==> config.mk <==
export PLATFORM = sky130hd
export DESIGN_NAME = branch_resolve_ctrl_flat
export DESIGN_NICKNAME = d
export VERILOG_FILES = /design/src/rtl/branch_resolve_ctrl_if.sv /design/src/rtl/branch_resolve_ctrl.sv /design/src/flat_wrapper.sv
export SDC_FILE = /design/constraint.sdc
export NUM_CORES = 1
export LEC_CHECK = 0
export BUFFER_PORTS_ARGS = -buffer_cell sky130_fd_sc_hd__buf_4
export CAP_MARGIN = 20
export CORE_MARGIN = 5
export CORE_UTILIZATION = 47
export CTS_CLUSTER_SIZE = 8
export DETAILED_ROUTE_END_ITERATION = 10
export GPL_TIMING_DRIVEN = 0
export PLACE_DENSITY = 0.72
export SLEW_MARGIN = 20
export SYNTH_ARGS = -nofsm -noshare
export SYNTH_HDL_FRONTEND = slang
export SYNTH_SLANG_ARGS = --single-unit
==> constraint.sdc <==
create_clock -name clk -period 5.9 [get_ports clk]
set_input_delay 0.59 -clock clk [delete_from_list [all_inputs] [get_ports clk]]
set_output_delay 0.59 -clock clk [all_outputs]
set_load 0.05 [all_outputs]
==> src/rtl/branch_resolve_ctrl_if.sv <==
// Decode-to-execute branch issue bundle with valid/ready handshake.
// master = decode/issue side, slave = branch_resolve_ctrl.
interface branch_resolve_ctrl_if;
   logic        br_valid;
   logic        br_ready;
   logic [2:0]  branch_op;
   logic        is_jal;
   logic        is_jalr;
   logic [31:0] pc;
   logic [31:0] imm;
   logic [31:0] rs1_data;
   logic [31:0] rs2_data;

   modport master (
      output br_valid, branch_op, is_jal, is_jalr,
      output pc, imm, rs1_data, rs2_data,
      input  br_ready
   );

   modport slave (
      input  br_valid, branch_op, is_jal, is_jalr,
      input  pc, imm, rs1_data, rs2_data,
      output br_ready
   );
endinterface

==> src/rtl/branch_resolve_ctrl.sv <==
// Execute-stage branch resolve sequencer: drives branch_comp, redirects, flushes.
// Optional macro BRANCH_PREDICT_BTFN_EN: redirect only on BTFN mispredict.
module branch_resolve_ctrl #(
   parameter int unsigned FLUSH_CYCLES = 2,
   parameter int unsigned CNT_W        = 32
) (
   input  logic                 clk,
   input  logic                 rst,
   branch_resolve_ctrl_if.slave dec,
   output logic [2:0]           cmp_op,
   output logic [31:0]          cmp_in1,
   output logic [31:0]          cmp_in2,
   input  logic                 cmp_result,
   output logic                 resolve_valid,
   output logic                 resolve_taken,
   output logic [31:0]          link_addr,
   output logic                 redirect_valid,
   output logic [31:0]          redirect_pc,
   output logic                 flush,
   output logic                 misalign_exc,
   output logic                 illegal_op,
   output logic [CNT_W-1:0]     br_count,
   output logic [CNT_W-1:0]     taken_count
`ifdef BRANCH_PREDICT_BTFN_EN
   ,
   output logic [CNT_W-1:0]     mispredict_count
`endif
);

   typedef enum logic [1:0] {
      IDLE     = 2'd0,
      COMPARE  = 2'd1,
      REDIRECT = 2'd2,
      FLUSH    = 2'd3
   } state_t;

   localparam logic [3:0] FLUSH_INIT = 4'(FLUSH_CYCLES - 1);

   function automatic logic [CNT_W-1:0] sat_inc(input logic [CNT_W-1:0] v);
      return (&v) ? v : v + {{(CNT_W-1){1'b0}}, 1'b1};
   endfunction

   state_t            state_q, state_d;
   logic [2:0]        op_q, op_d;
   logic              jal_q, jal_d;
   logic              jalr_q, jalr_d;
   logic [31:0]       pc_q, pc_d;
   logic [31:0]       imm_q, imm_d;
   logic [31:0]       rs1_q, rs1_d;
   logic [31:0]       rs2_q, rs2_d;
   logic [3:0]        cnt_q, cnt_d;
   logic              br_ready_q, br_ready_d;
   logic              resolve_valid_q, resolve_valid_d;
   logic              resolve_taken_q, resolve_taken_d;
   logic [31:0]       link_addr_q, link_addr_d;
   logic              redirect_valid_q, redirect_valid_d;
   logic [31:0]       redirect_pc_q, redirect_pc_d;
   logic              flush_q, flush_d;
   logic              misalign_q, misalign_d;
   logic              illegal_q, illegal_d;
   logic [CNT_W-1:0]  br_cnt_q, br_cnt_d;
   logic [CNT_W-1:0]  tk_cnt_q, tk_cnt_d;
`ifdef BRANCH_PREDICT_BTFN_EN
   logic [CNT_W-1:0]  mp_cnt_q, mp_cnt_d;
   logic              pred;
   logic              mispred;
`endif

   logic              is_cond;
   logic              illegal;
   logic              taken;
   logic              misalign;
   logic              do_redir;
   logic [31:0]       target;
   logic [31:0]       pc4;
   logic [31:0]       redir_tgt;

   // Resolution math works only on latched operands, so it is valid in COMPARE.
   always_comb begin
      is_cond  = !jal_q && !jalr_q;
      illegal  = is_cond && (op_q[2:1] == 2'b01);
      taken    = jal_q || jalr_q || (is_cond && !illegal && cmp_result);
      target   = jalr_q ? ((rs1_q + imm_q) & ~32'd1) : (pc_q + imm_q);
      pc4      = pc_q + 32'd4;
      misalign = taken && target[1];
`ifdef BRANCH_PREDICT_BTFN_EN
      pred      = jal_q || (is_cond && imm_q[31]);
      mispred   = !illegal && !jalr_q && (taken != pred);
      do_redir  = jalr_q ? !misalign : (mispred && !misalign);
      redir_tgt = taken ? target : pc4;
`else
      do_redir  = taken && !misalign;
      redir_tgt = target;
`endif
   end

   always_comb begin
      state_d          = state_q;
      op_d             = op_q;
      jal_d            = jal_q;
      jalr_d           = jalr_q;
      pc_d             = pc_q;
      imm_d            = imm_q;
      rs1_d            = rs1_q;
      rs2_d            = rs2_q;
      cnt_d            = cnt_q;
      br_ready_d       = br_ready_q;
      resolve_valid_d  = 1'b0;
      resolve_taken_d  = resolve_taken_q;
      link_addr_d      = link_addr_q;
      redirect_valid_d = 1'b0;
      redirect_pc_d    = redirect_pc_q;
      flush_d          = flush_q;
      misalign_d       = 1'b0;
      illegal_d        = 1'b0;
      br_cnt_d         = br_cnt_q;
      tk_cnt_d         = tk_cnt_q;
`ifdef BRANCH_PREDICT_BTFN_EN
      mp_cnt_d         = mp_cnt_q;
`endif
      unique case (state_q)
         IDLE: begin
            if (dec.br_valid) begin
               op_d        = dec.branch_op;
               jal_d       = dec.is_jal;
               jalr_d      = dec.is_jalr;
               pc_d        = dec.pc;
               imm_d       = dec.imm;
               rs1_d       = dec.rs1_data;
               rs2_d       = dec.rs2_data;
               link_addr_d = dec.pc + 32'd4;
               br_ready_d  = 1'b0;
               state_d     = COMPARE;
            end
         end
         COMPARE: begin
            resolve_valid_d = 1'b1;
            resolve_taken_d = taken;
            misalign_d      = misalign;
            illegal_d       = illegal;
            redirect_pc_d   = redir_tgt;
            br_cnt_d        = sat_inc(br_cnt_q);
            if (taken) tk_cnt_d = sat_inc(tk_cnt_q);
`ifdef BRANCH_PREDICT_BTFN_EN
            if (mispred) mp_cnt_d = sat_inc(mp_cnt_q);
`endif
            if (do_redir) begin
               redirect_valid_d = 1'b1;
               flush_d          = 1'b1;
               state_d          = REDIRECT;
            end else begin
               br_ready_d = 1'b1;
               state_d    = IDLE;
            end
         end
         REDIRECT: begin
            flush_d = 1'b1;
            cnt_d   = FLUSH_INIT;
            state_d = FLUSH;
         end
         FLUSH: begin
            if (cnt_q == 4'd0) begin
               flush_d    = 1'b0;
               br_ready_d = 1'b1;
               state_d    = IDLE;
            end else begin
               cnt_d = cnt_q - 4'd1;
            end
         end
      endcase
   end

   always_ff @(posedge clk) begin
      if (rst) begin
         state_q          <= IDLE;
         op_q             <= 3'd0;
         jal_q            <= 1'b0;
         jalr_q           <= 1'b0;
         pc_q             <= 32'd0;
         imm_q            <= 32'd0;
         rs1_q            <= 32'd0;
         rs2_q            <= 32'd0;
         cnt_q            <= 4'd0;
         br_ready_q       <= 1'b1;
         resolve_valid_q  <= 1'b0;
         resolve_taken_q  <= 1'b0;
         link_addr_q      <= 32'd0;
         redirect_valid_q <= 1'b0;
         redirect_pc_q    <= 32'd0;
         flush_q          <= 1'b0;
         misalign_q       <= 1'b0;
         illegal_q        <= 1'b0;
         br_cnt_q         <= '0;
         tk_cnt_q         <= '0;
`ifdef BRANCH_PREDICT_BTFN_EN
         mp_cnt_q         <= '0;
`endif
      end else begin
         state_q          <= state_d;
         op_q             <= op_d;
         jal_q            <= jal_d;
         jalr_q           <= jalr_d;
         pc_q             <= pc_d;
         imm_q            <= imm_d;
         rs1_q            <= rs1_d;
         rs2_q            <= rs2_d;
         cnt_q            <= cnt_d;
         br_ready_q       <= br_ready_d;
         resolve_valid_q  <= resolve_valid_d;
         resolve_taken_q  <= resolve_taken_d;
         link_addr_q      <= link_addr_d;
         redirect_valid_q <= redirect_valid_d;
         redirect_pc_q    <= redirect_pc_d;
         flush_q          <= flush_d;
         misalign_q       <= misalign_d;
         illegal_q        <= illegal_d;
         br_cnt_q         <= br_cnt_d;
         tk_cnt_q         <= tk_cnt_d;
`ifdef BRANCH_PREDICT_BTFN_EN
         mp_cnt_q         <= mp_cnt_d;
`endif
      end
   end

   // Comparator operands come straight from the latch, so they only move on accept.
   assign cmp_op         = op_q;
   assign cmp_in1        = rs1_q;
   assign cmp_in2        = rs2_q;
   assign dec.br_ready   = br_ready_q;
   assign resolve_valid  = resolve_valid_q;
   assign resolve_taken  = resolve_taken_q;
   assign link_addr      = link_addr_q;
   assign redirect_valid = redirect_valid_q;
   assign redirect_pc    = redirect_pc_q;
   assign flush          = flush_q;
   assign misalign_exc   = misalign_q;
   assign illegal_op     = illegal_q;
   assign br_count       = br_cnt_q;
   assign taken_count    = tk_cnt_q;
`ifdef BRANCH_PREDICT_BTFN_EN
   assign mispredict_count = mp_cnt_q;
`endif

endmodule

==> src/flat_wrapper.sv <==
// flat-port wrapper written by rule: the top's interface ports become plain ports
module branch_resolve_ctrl_flat 
#(
   parameter int unsigned FLUSH_CYCLES = 2,
   parameter int unsigned CNT_W        = 32
)
  (clk, rst, cmp_op, cmp_in1, cmp_in2, cmp_result, resolve_valid, resolve_taken, link_addr, redirect_valid, redirect_pc, flush, misalign_exc, illegal_op, br_count, taken_count, dec_br_valid, dec_branch_op, dec_is_jal, dec_is_jalr, dec_pc, dec_imm, dec_rs1_data, dec_rs2_data, dec_br_ready);
  branch_resolve_ctrl_if dec_i ();
  input  logic clk;
  input  logic rst;
  output logic [2:0] cmp_op;
  output logic [31:0] cmp_in1;
  output logic [31:0] cmp_in2;
  input  logic cmp_result;
  output logic resolve_valid;
  output logic resolve_taken;
  output logic [31:0] link_addr;
  output logic redirect_valid;
  output logic [31:0] redirect_pc;
  output logic flush;
  output logic misalign_exc;
  output logic illegal_op;
  output logic [CNT_W-1:0] br_count;
  output logic [CNT_W-1:0] taken_count;
  input wire logic [$bits(dec_i.br_valid)-1:0] dec_br_valid;
  input wire logic [$bits(dec_i.branch_op)-1:0] dec_branch_op;
  input wire logic [$bits(dec_i.is_jal)-1:0] dec_is_jal;
  input wire logic [$bits(dec_i.is_jalr)-1:0] dec_is_jalr;
  input wire logic [$bits(dec_i.pc)-1:0] dec_pc;
  input wire logic [$bits(dec_i.imm)-1:0] dec_imm;
  input wire logic [$bits(dec_i.rs1_data)-1:0] dec_rs1_data;
  input wire logic [$bits(dec_i.rs2_data)-1:0] dec_rs2_data;
  output wire logic [$bits(dec_i.br_ready)-1:0] dec_br_ready;
  assign dec_i.br_valid = dec_br_valid;
  assign dec_i.branch_op = dec_branch_op;
  assign dec_i.is_jal = dec_is_jal;
  assign dec_i.is_jalr = dec_is_jalr;
  assign dec_i.pc = dec_pc;
  assign dec_i.imm = dec_imm;
  assign dec_i.rs1_data = dec_rs1_data;
  assign dec_i.rs2_data = dec_rs2_data;
  assign dec_br_ready = dec_i.br_ready;
  branch_resolve_ctrl #(.FLUSH_CYCLES(FLUSH_CYCLES), .CNT_W(CNT_W)) u_core (.clk(clk), .rst(rst), .dec(dec_i), .cmp_op(cmp_op), .cmp_in1(cmp_in1), .cmp_in2(cmp_in2), .cmp_result(cmp_result), .resolve_valid(resolve_valid), .resolve_taken(resolve_taken), .link_addr(link_addr), .redirect_valid(redirect_valid), .redirect_pc(redirect_pc), .flush(flush), .misalign_exc(misalign_exc), .illegal_op(illegal_op), .br_count(br_count), .taken_count(taken_count));
endmodule
==> results.py <==
metrics = {
    "outcome": {
        "outcome": "completed",
    },
    "worst_hold_path": {
        "hold_start": "dec_rs2_data[14]",
        "holdPathStages": 3,
        "hold_class": "in -> reg",
        "hold_end": "u_core.cmp_in2[14]$_SDFFE_PP0P_",
    },
    "routing": {
        "firstDrtPassIters": 5,
        "drt.antenna.violating_nets": 0,
        "via_count": 14107,
        "drtIter0Drc": 930,
        "routed_wirelength_mm": 47.21,
        "drc": 0,
        "wl_per_cell_um": 18.71,
        "viasPerCell": 5.589,
    },
    "floorplan": {
        "core_area_um2": 28780,
        "std_cell_rows": 62,
        "dieWidth_um": 181.1,
        "design.die.area_um2": 32800,
        "die_h_um": 181.1,
        "ioPinCount": 339,
        "start_util_pct": 47.82,
    },
    "clocking": {
        "cts_resized": 0,
        "clkTransAtPathRegs_ns": 0.05,
        "clockBufferDepth": 3,
        "cts_sinks": 272,
        "cts-htree-levels": 2,
        "postCtsSetupBuffers": 0,
        "cts_tree": "yes",
        "clock_latency_ns": 0.55,
        "postCtsHoldBufs": 0,
        "cts_buffers": 40,
        "root_buffer": "clkbuf_16",
    },
    "yosys": {
        "synth-seq-area-share_pct": 39.57,
        "synth.distinct_cells": 64,
        "synthesis.nets": 1961,
        "synth_seq_cells": 272,
        "synth_top_family_by_area": "simple AND/OR/NAND/NOR gates",
        "synthXorXnorAreaFrac_pct": 8.019,
        "synthMuxAreaShare_pct": 0.5091,
        "yosysMostFrequentCell": "nand2_1",
        "post-synth-top-area-cell": "dfxtp_1",
        "synth_area_leaders": "dfxtp_1 40%, nand2_1 9.8%, a21oi_1 7.7%",
        "synth_adder_area_share_pct": 6.291,
        "syn_area_per_cell_um2": 7.837,
        "postSynthCellCount": 1756,
        "synth_area_um2": 13760,
        "synth_compound_area_share_pct": 18.38,
        "synth.top_cell.area_share_pct": 39.57,
        "ys.flop_type": "dfxtp_1",
        "ys_top_cells_by_count": "361 x nand2_1, 272 x dfxtp_1, 213 x a21oi_1",
        "synth_edf_count": 0,
        "synthSimpleGateAreaFrac_pct": 23.89,
        "synth-async-reset-ratio_pct": 0,
        "yosysWarningCount": 0,
    },
    "cells_and_area": {
        "layout.cells.non_filler": 2524,
        "syn_to_final_growth_pct": 29.79,
        "final_net_count": 2340,
        "drive_gt1_share_pct": 18.33,
    },
    "sta": {
        "relSlewSlack_pct": 36.23,
        "maxSlewViolCount": 0,
        "min_period_ns": 3.554,
        "fin_crit_sh_pct": 60.24,
        "fin_skew_ns": 0.02440,
        "fmax_mhz": 281.4,
        "worstMarginPinSlew_ns": 0.9565,
        "finalSetupTns_ns": 0,
        "rsz0062_at_grt": "false",
        "hold_viol_final": 0,
        "timing.final.ws_setup_ns": 2.346,
        "setup_viol": 0,
    },
    "power": {
        "vdd_drop_max_uv": 225.3,
        "pwr_density_cell_nw_per_um2": 290.8,
        "p_leak_nw": 7.656,
    },
    "critical_path": {
        "cp.required_ns": 6.32,
        "worstPathArrival_ns": 3.98,
        "crit_type": "reg -> reg",
        "reg2reg_depth": 12,
        "r2r-start": "u_core.link_addr[0]$_SDFFE_PP0P_",
        "reg2reg_to": "u_core.redirect_pc[26]$_SDFFE_PP0P_",
        "crit_path_end_kind": "flip-flop",
        "start_kind": "flip-flop",
        "cp_max_fo": 3,
        "r2r_slack_ns": 2.35,
    },
    "grt": {
        "grt_pass1_vias": 13612,
        "grt_use_total_pct": 27.29,
        "grt_first_pass_wirelength_mm": 72.74,
        "grt_max_degree": 13,
        "antenna_found_initial": 1,
        "globalRoute.totalOverflow": 0,
    },
    "place": {
        "dp_hpwl_mm": 36.46,
        "post-place-ws_ns": 2.472,
        "io_buffer_count": 337,
        "placed_cells": 2477,
        "gp_congestion": 0.9533,
    },
    "run": {
        "maxCapViolCount": 0,
    },
}
-- cell usage in the layout, fill, tap and decap left out, types with 3 or more instances in the layout --
cell / Yosys / final
a21o_1: 24 / 24
nor3b_1: 6 / 6
nand2b_1: 6 / 6
a21oi_1: 213 / 213
a32oi_1: 3 / 3
nor4_1: 3 / 3
nor2b_1: 11 / 11
xnor2_1: 54 / 54
nand3_1: 54 / 54
buf_4: 2 / 339
mux2i_1: 7 / 7
a211oi_1: 34 / 34
o221ai_1: 5 / 5
and2_1: 5 / 5
nor2_1: 178 / 178
clkbuf_16: 0 / 40
nor3_1: 31 / 31
a41oi_1: 3 / 3
o21ai_0: 46 / 46
o21bai_1: 15 / 15
nand2_1: 361 / 361
o21a_1: 8 / 8
or3_1: 16 / 16
nand4_1: 25 / 25
o211ai_1: 11 / 11
xor2_1: 72 / 72
a311oi_1: 15 / 15
nand3b_1: 6 / 6
clkbuf_1: 81 / 83
ha_1: 66 / 66
a31oi_1: 7 / 7
inv_1: 30 / 30
dfxtp_1: 272 / 272
o21ai_1: 13 / 13
and3_1: 19 / 19
buf_1: 6 / 6
and4_1: 10 / 10
a31o_1: 3 / 3
a2111oi_0: 3 / 3
-- state kept, by name, indices dropped and copies added (netlist names), named ones only --
| signal | cells |
|---|---|
| u_core.br_count | 32 |
| u_core.cmp_in1 | 32 |
| u_core.cmp_in2 | 32 |
| u_core.imm_q | 32 |
| u_core.link_addr | 32 |
| u_core.redirect_pc | 32 |
| u_core.taken_count | 32 |
| u_core.pc_q | 30 |
| u_core.cnt_q | 4 |
| u_core.cmp_op | 3 |
| u_core.dec.br_ready | 1 |
| u_core.flush | 1 |
| u_core.illegal_op | 1 |
| u_core.jal_q | 1 |
| u_core.jalr_q | 1 |
| u_core.misalign_exc | 1 |
| u_core.redirect_valid | 1 |
| u_core.resolve_taken | 1 |
| u_core.resolve_valid | 1 |
| u_core.state_q | 1 |
-- per-layer routing --
layer	vias to the layer above	GRT usage, %	part of all wire [%]
met5	-	0	0
met4	0	10.24	4.0
met3	108	4.605	7.0
met2	535	46.45	48
met1	6621	34.75	42
li1	6843	-	-
-- worst max-delay path, cell delays in order, from the launching register on --
cell and delay, ns:
dfxtp_1 0.35, ha_1 0.24, fa_1 0.43, a211oi_1 0.35, o21ai_1 0.18, a21o_1 0.23
o311a_1 0.35, o2111ai_1 0.30, nand2_1 0.14, o21ai_1 0.30, xor2_1 0.21, nor2_1 0.06
a221o_1 0.29
-- cell type report --
| class | count | area, um^2 |
|---|---|---|
| Fill cell | 2618 | 10920 |
| Antenna cell | 1 | 2.502 |
| Tap cell | 384 | 480.5 |
| Multi-Input combinational cell | 1364 | 7858 |
| Clock inverter | 4 | 78.83 |
| Sequential cell | 272 | 5445 |
| Clock buffer | 42 | 1008 |
| Inverter | 30 | 112.6 |
| Buffer | 90 | 346.6 |
| Timing Repair Buffer | 337 | 2530 |
-- how the worst max path moves through the flow --
stage                                     startpoint                                   to  cells after the start
global placement    u_core.link_addr[0]$_SDFFE_PP0P_  u_core.redirect_pc[26]$_SDFFE_PP0P_                     12
global route        u_core.link_addr[0]$_SDFFE_PP0P_  u_core.redirect_pc[30]$_SDFFE_PP0P_                     12
floorplan            u_core.br_count[3]$_SDFFE_PP0P_     u_core.br_count[30]$_SDFFE_PP0P_                     10
CTS                 u_core.link_addr[0]$_SDFFE_PP0P_  u_core.redirect_pc[26]$_SDFFE_PP0P_                     12
finish              u_core.link_addr[0]$_SDFFE_PP0P_  u_core.redirect_pc[26]$_SDFFE_PP0P_                     12
detailed placement  u_core.link_addr[0]$_SDFFE_PP0P_  u_core.redirect_pc[26]$_SDFFE_PP0P_                     12
-- kinds of logic after synthesis --
group           after synthesis
simple gates                743
mux                           7
compound gates              420
fa+ha+maj                    68
flops                       272
xor+xnor                    126
buf+inv                     120
-- stage by stage --
stage	area, um^2	power, mW	hold WS, ns	utilization, %
floorplan	13760	2.768	0.4235	-
global placement	16770	3.160	0.4330	58.28
global route	17860	5.402	0.2878	62.06
CTS	17860	5.217	0.2780	62.06
detailed placement	16770	3.174	0.4452	58.28
finish	17860	5.194	0.2920	62.06
-- power breakdown --
group	internal (mW)	switching, mW	leakage [nW]
clock network	1.21	0.830	0.530
registers	1.95	0.0980	2.22
logic	0.359	0.739	4.90
Note: power is estimated with default switching activity, not from simulation.
